`config.mk`:
```
export PLATFORM = sky130hd
export DESIGN_NAME = mac_pipe_stage
export DESIGN_NICKNAME = d
export VERILOG_FILES = /design/src/rtl/mac_pipe_stage.sv
export SDC_FILE = /design/constraint.sdc
export NUM_CORES = 1
export LEC_CHECK = 0
export ABC_AREA = 1
export CAP_MARGIN = 20
export CORE_AREA = 2 2 120 122
export CTS_CLUSTER_SIZE = 8
export DETAILED_ROUTE_END_ITERATION = 7
export DIE_AREA = 0 0 122 124
export PLACE_DENSITY = 0.58
export SLEW_MARGIN = 25
export SYNTH_ARGS = -nofsm -noshare
export SYNTH_HDL_FRONTEND = slang
export SYNTH_SLANG_ARGS = --single-unit
```
`constraint.sdc`:
```
create_clock -name clk -period 4.35 [get_ports clk]
set_input_delay 0.87 -clock clk [delete_from_list [all_inputs] [get_ports clk]]
set_output_delay 0.87 -clock clk [all_outputs]
set_load 0.1 [all_outputs]
```
`src/rtl/mac_pipe_stage.sv`:
```
// Two-stage valid/ready pipeline computing (a + b) * c on unsigned operands.
// Define MAC_PIPE_STATS_EN to add the o_beat_cnt / o_stall_cnt statistics outputs.
module mac_pipe_stage #(
    parameter  int WIDTH = 8,
    localparam int RES_W = 2 * WIDTH + 1
) (
    input  logic             clk,
    input  logic             rst,
    input  logic [WIDTH-1:0] i_a,
    input  logic [WIDTH-1:0] i_b,
    input  logic [WIDTH-1:0] i_c,
    input  logic             i_valid,
    output logic             o_ready,
    output logic [RES_W-1:0] o_data,
    output logic             o_valid,
    input  logic             i_ready,
`ifdef MAC_PIPE_STATS_EN
    output logic [31:0]      o_beat_cnt,
    output logic [31:0]      o_stall_cnt,
`endif
    output logic             o_busy
);

    logic             v1;
    logic             v2;
    logic [WIDTH:0]   ab;
    logic [WIDTH-1:0] c1;
    logic [RES_W-1:0] res;
    logic             adv1;
    logic             adv2;

    // A stage may load whenever it is empty or its contents leave this cycle.
    always_comb begin
        adv2 = !v2 || i_ready;
        adv1 = !v1 || adv2;
    end

    assign o_ready = adv1;
    assign o_valid = v2;
    assign o_data  = res;
    assign o_busy  = v1 || v2;

    // Stage 1 keeps a+b at full width so the product never loses a carry.
    always_ff @(posedge clk) begin
        if (rst) begin
            v1 <= 1'b0;
            ab <= '0;
            c1 <= '0;
        end else if (adv1) begin
            v1 <= i_valid;
            if (i_valid) begin
                ab <= {1'b0, i_a} + {1'b0, i_b};
                c1 <= i_c;
            end
        end
    end

    always_ff @(posedge clk) begin
        if (rst) begin
            v2  <= 1'b0;
            res <= '0;
        end else if (adv2) begin
            v2 <= v1;
            if (v1) begin
                res <= RES_W'(ab) * RES_W'(c1);
            end
        end
    end

`ifdef MAC_PIPE_STATS_EN
    // Free-running counters; they wrap naturally modulo 2^32.
    always_ff @(posedge clk) begin
        if (rst) begin
            o_beat_cnt  <= '0;
            o_stall_cnt <= '0;
        end else begin
            if (v2 && i_ready) begin
                o_beat_cnt <= o_beat_cnt + 32'd1;
            end
            if (v2 && !i_ready) begin
                o_stall_cnt <= o_stall_cnt + 32'd1;
            end
        end
    end
`endif

endmodule

```
---- Word-level counts from Yosys, hierarchy flattened ----
Index checks and enable logic that the tools add are counted.
word-level totals
  input port bits ......................... 28
  logic and storage cells ................. 14
  output and inout bits ................... 20
  flip-flop bits (word level) ............. 36
cells by class
  multipliers ............................. 1
  reduce and logical (&&, ||, !) cells .... 7
  add/sub/neg operators ................... 1
operator list
  kind                number
  $mul A9 B8 Y17      1
  $add A8 B8 Y9       1
  $reduce_and A2 Y1   2
  $logic_or A1 B1 Y1  3
  $logic_not A1 Y1    2

---- Longest topological paths before layout ----
  word-level depth ........................ 4
  gate-level depth with buffers ........... 22
  depth with buffers taken out ............ 21

---- Least setup slack after synthesis ----
No wires, ideal clock.
  path type ............................... register to register
  from .................................... reg c1[7]
  to ...................................... reg res[10], in the netlist o_data[10]
  arrival ................................. 3.834 ns
  library setup time ...................... 0.115 ns
  period minus slack after synthesis ...... 3.949 ns
  slack ................................... 0.401 ns
  cell stages (with the launch flop) ...... 18
  path buffers ............................ 1
  required time ........................... 4.235 ns
  cell sequence ........................... dfxtp_1 -> clkbuf_1 -> nand2_1 -> fa_1 -> fa_1 -> inv_1 -> fa_1 -> inv_1 -> fa_1 -> inv_1 -> ha_1 -> nand2_1 -> nand2_1 -> a21oi_1 -> nand2_1 -> xor2_1 -> o21ai_0 -> inv_1
between the ends
  longest elaborated chain between the ends .. 1
RTL lines
  item                    line  RTL
  start, declared         27    logic [WIDTH-1:0] c1;
  start signal, assigned  53    c1 <= i_c;
  $mul A9 B8 Y17          65    res <= RES_W'(ab) * RES_W'(c1);
  end signal, assigned    65
  end, declared           28    logic [RES_W-1:0] res;
No other way between the ends.
A chain may end at the register's enable or synchronous reset.

---- Final worst setup path ----
  from .................................... reg ab[5]
  to ...................................... reg res[10], in the netlist o_data[10]
between the ends
  longest elaborated chain between the ends .. 1
RTL lines
  item                    line  RTL
  start, declared         26    logic [WIDTH:0] ab;
  start signal, assigned  52    ab <= {1'b0, i_a} + {1'b0, i_b};
  $mul A9 B8 Y17          65
No other way between the ends.

==> metrics.txt <==
die area 0.0151 mm^2; startpoint types register; Final #Nets 802; Leak 3.17 nW; Final Non-Filler Cells 867; WL met1 4640 um; met2 wire length 4590 um; Max FO, Critical Path 9; placed instance count 859; # setup viols final 0; synth unique cells 25; top sig layer met4; Final HPWL DP 7900 um; drt pass-1 iters 4; setup tns final 0 ps; clock sink count 36; Yosys reg bits 36; count leader, synth inv_1; port bufs 47; HP Class register to register; ys async rst share 0%; Layout Utilization 37.7%; Netlist Area Pre-Place 0.00432 mm^2; first-pass GRT wire length 17100 um; Syn Nets 764; number of flops mapped to enable cells by yosys 0; post-CTS setup buffer count 0; synth cell count leaders inv_1, nand2_1, nor2_1, ha_1, fa_1; FF-to-FF Start ab[5]; max frequency 244 MHz; hold slack 472 ps; total CTS buffers 5; initial antenna violation count 0; WP data arrival 4270 ps; WL met3 269 um; Root Buffer clkbuf_16; outcome complete, no violations; Tcrit/Tclk final 94.1%; Synth area leaders fa_1, dfxtp_1, inv_1; max_cap viols 0; FF-to-FF setup slack 260 ps; initial core utilization 31.5%; routability cong. 0.820; Setup Crit Path Kind register to register; WP depth 16; Initial DRC Count 160; Fin Clk Skew 3.47 ps; Worst Hold Launch o_data[0]; Crit. End Element register; syn avg cell area 6.67 um^2; sequential share of the synthesized area 16.7%; worst path required time 4530 ps; cell count after synthesis 648; PD cells 261 mW/mm^2; Core Area 0.0137 mm^2; synth warn 0; Final Slew Violations 0; Buffers & Inverters on Critical Path 5; Routed WL 9610 um; critical path's slowest cell fa_1; worst hold stages 2; final antenna-violating net count 0; largest net degree at the start of global routing 28; Layout area overhead 19.6%; Power Total 1.35 mW; crit path from ab[5]; IO Count 48; Period minus WS final 4090 ps; Peak VDD IR 0.000210 V; vias in the first global route 3864; H-tree levels 2; DRC viols 0; row count 43; clock-pin slew on the worst setup and hold paths 60 ps; Yosys top cell area share 19.9%; Top FF cell, synth dfxtp_1; Largest delay share family, worst path adder cells; Longest Clk Path Bufs 2; share of layout cells above drive strength 1 5.68%; gr usage total 14.2%; max incr delay on CP 560 ps; worst slew pin tran 981 ps; drt wl/cell 11.1 um; Register-to-Register Path Depth 16; Via-to-Cell Ratio 4.36; vias 3781; Die Y 124 um; count of final hold-check violations 0; Worst-Skew Late Latency 290 ps; RSZ-0062 raised after global routing no; Critical Path, Cell by Cell nand2_1 > inv_1 > fa_1 > fa_1 > fa_1 > inv_1 > fa_1 > inv_1 > ha_1 > nand2_1 > inv_2 > a21oi_1 > nand2_1 > xor2_1 > o21ai_0 > inv_1; CTS tree done; Die Wd 122 um; ant diodes 0; largest area contributor in the netlist fa_1; total congestion overflow 0; Slew Limit Headroom 34.4%; fillcell total 1478
## placed cells by master (no fill, tap or decap), types with 3 or more instances in the layout
cell type,count
o21ai_1,3
nand3_1,27
inv_2,3
inv_1,178
clkbuf_16,5
dfxtp_2,5
nand2_1,151
buf_4,11
ha_1,45
a21oi_1,19
clkdlybuf4s50_1,46
nand2_2,6
o21ai_0,25
dfxtp_1,31
fa_1,43
nand4_1,4
nor2_1,63
xor2_1,8
## worst reg2reg max path, cell delays in order (launching register included)
cell and delay (ps):
dfxtp_1 550, nand2_1 110, inv_1 90, fa_1 430, fa_1 480, fa_1 560
inv_1 60, fa_1 530, inv_1 40, ha_1 360, nand2_1 140, inv_2 50
a21oi_1 140, nand2_1 80, xor2_1 160, o21ai_0 160, inv_1 50
## kinds of logic (layout without fill, tap and decap cells)
family / after synthesis / after routing / share of synthesized area [%]
flip-flops: 36 / 36 / 16.7
adder cells (fa/ha/maj): 88 / 88 / 32.9
AO/OA/AOI/OAI: 52 / 52 / 6.34
buffers and inverters: 207 / 246 / 18.3
AND/OR/NAND/NOR: 257 / 257 / 24.2
XOR/XNOR: 8 / 8 / 1.62
## registers in the layout (all words and copies together), names as in the netlist
| signal | count |
|---|---|
| o_data | 17 |
| c1 | 8 |
| ab | 9 |
| o_valid | 1 |
| v1 | 1 |
## layer usage
metal | GRT usage [%] | vias up
li1 | - | 1961
met1 | 17.8 | 1752
met2 | 25.3 | 60
met3 | 1.88 | 8
met4 | 4.17 | 0
met5 | 0 | -
## stage by stage
step | worst slack (ps) | instance area [um^2]
2_1_floorplan | 401 | 4320
3_3_place_gp | 172 | 4980
3_5_place_dp | 161 | 4980
4_1_cts | 132 | 5160
5_1_grt | 2.30 | 5170
6_report | 256 | 5170
## power breakdown
part	internal [mW]	leakage, nW	total (mW)	switching [mW]
sequential	0.357	0.299	0.393	0.0356
clock	0.302	0.0901	0.442	0.140
combinational	0.181	2.78	0.514	0.333
total	0.840	3.17	1.35	0.509
## final cells by class
class | count | area (um^2) | area share (%)
Multi-Input combinational cell | 405 | 2810 | 54.4
Sequential cell | 36 | 727 | 14.1
Inverter | 181 | 679 | 13.1
Timing Repair Buffer | 57 | 543 | 10.5
Tap cell | 180 | 225 | 4.36
Clock buffer | 7 | 153 | 2.95
Clock inverter | 1 | 30.0 | 0.581
## final timing paths
check	to
setup reg to reg	o_data[10]
hold reg to reg	o_data[0]
hold / removal	o_data[0]
setup / recovery	o_data[10]
## what timing repair did
action	CTS	global route
hold buffers	0	0
setup endpoints to repair	0	6
gates resized for setup	0	5
No activity file was read; power rests on OpenSTA's default activity.
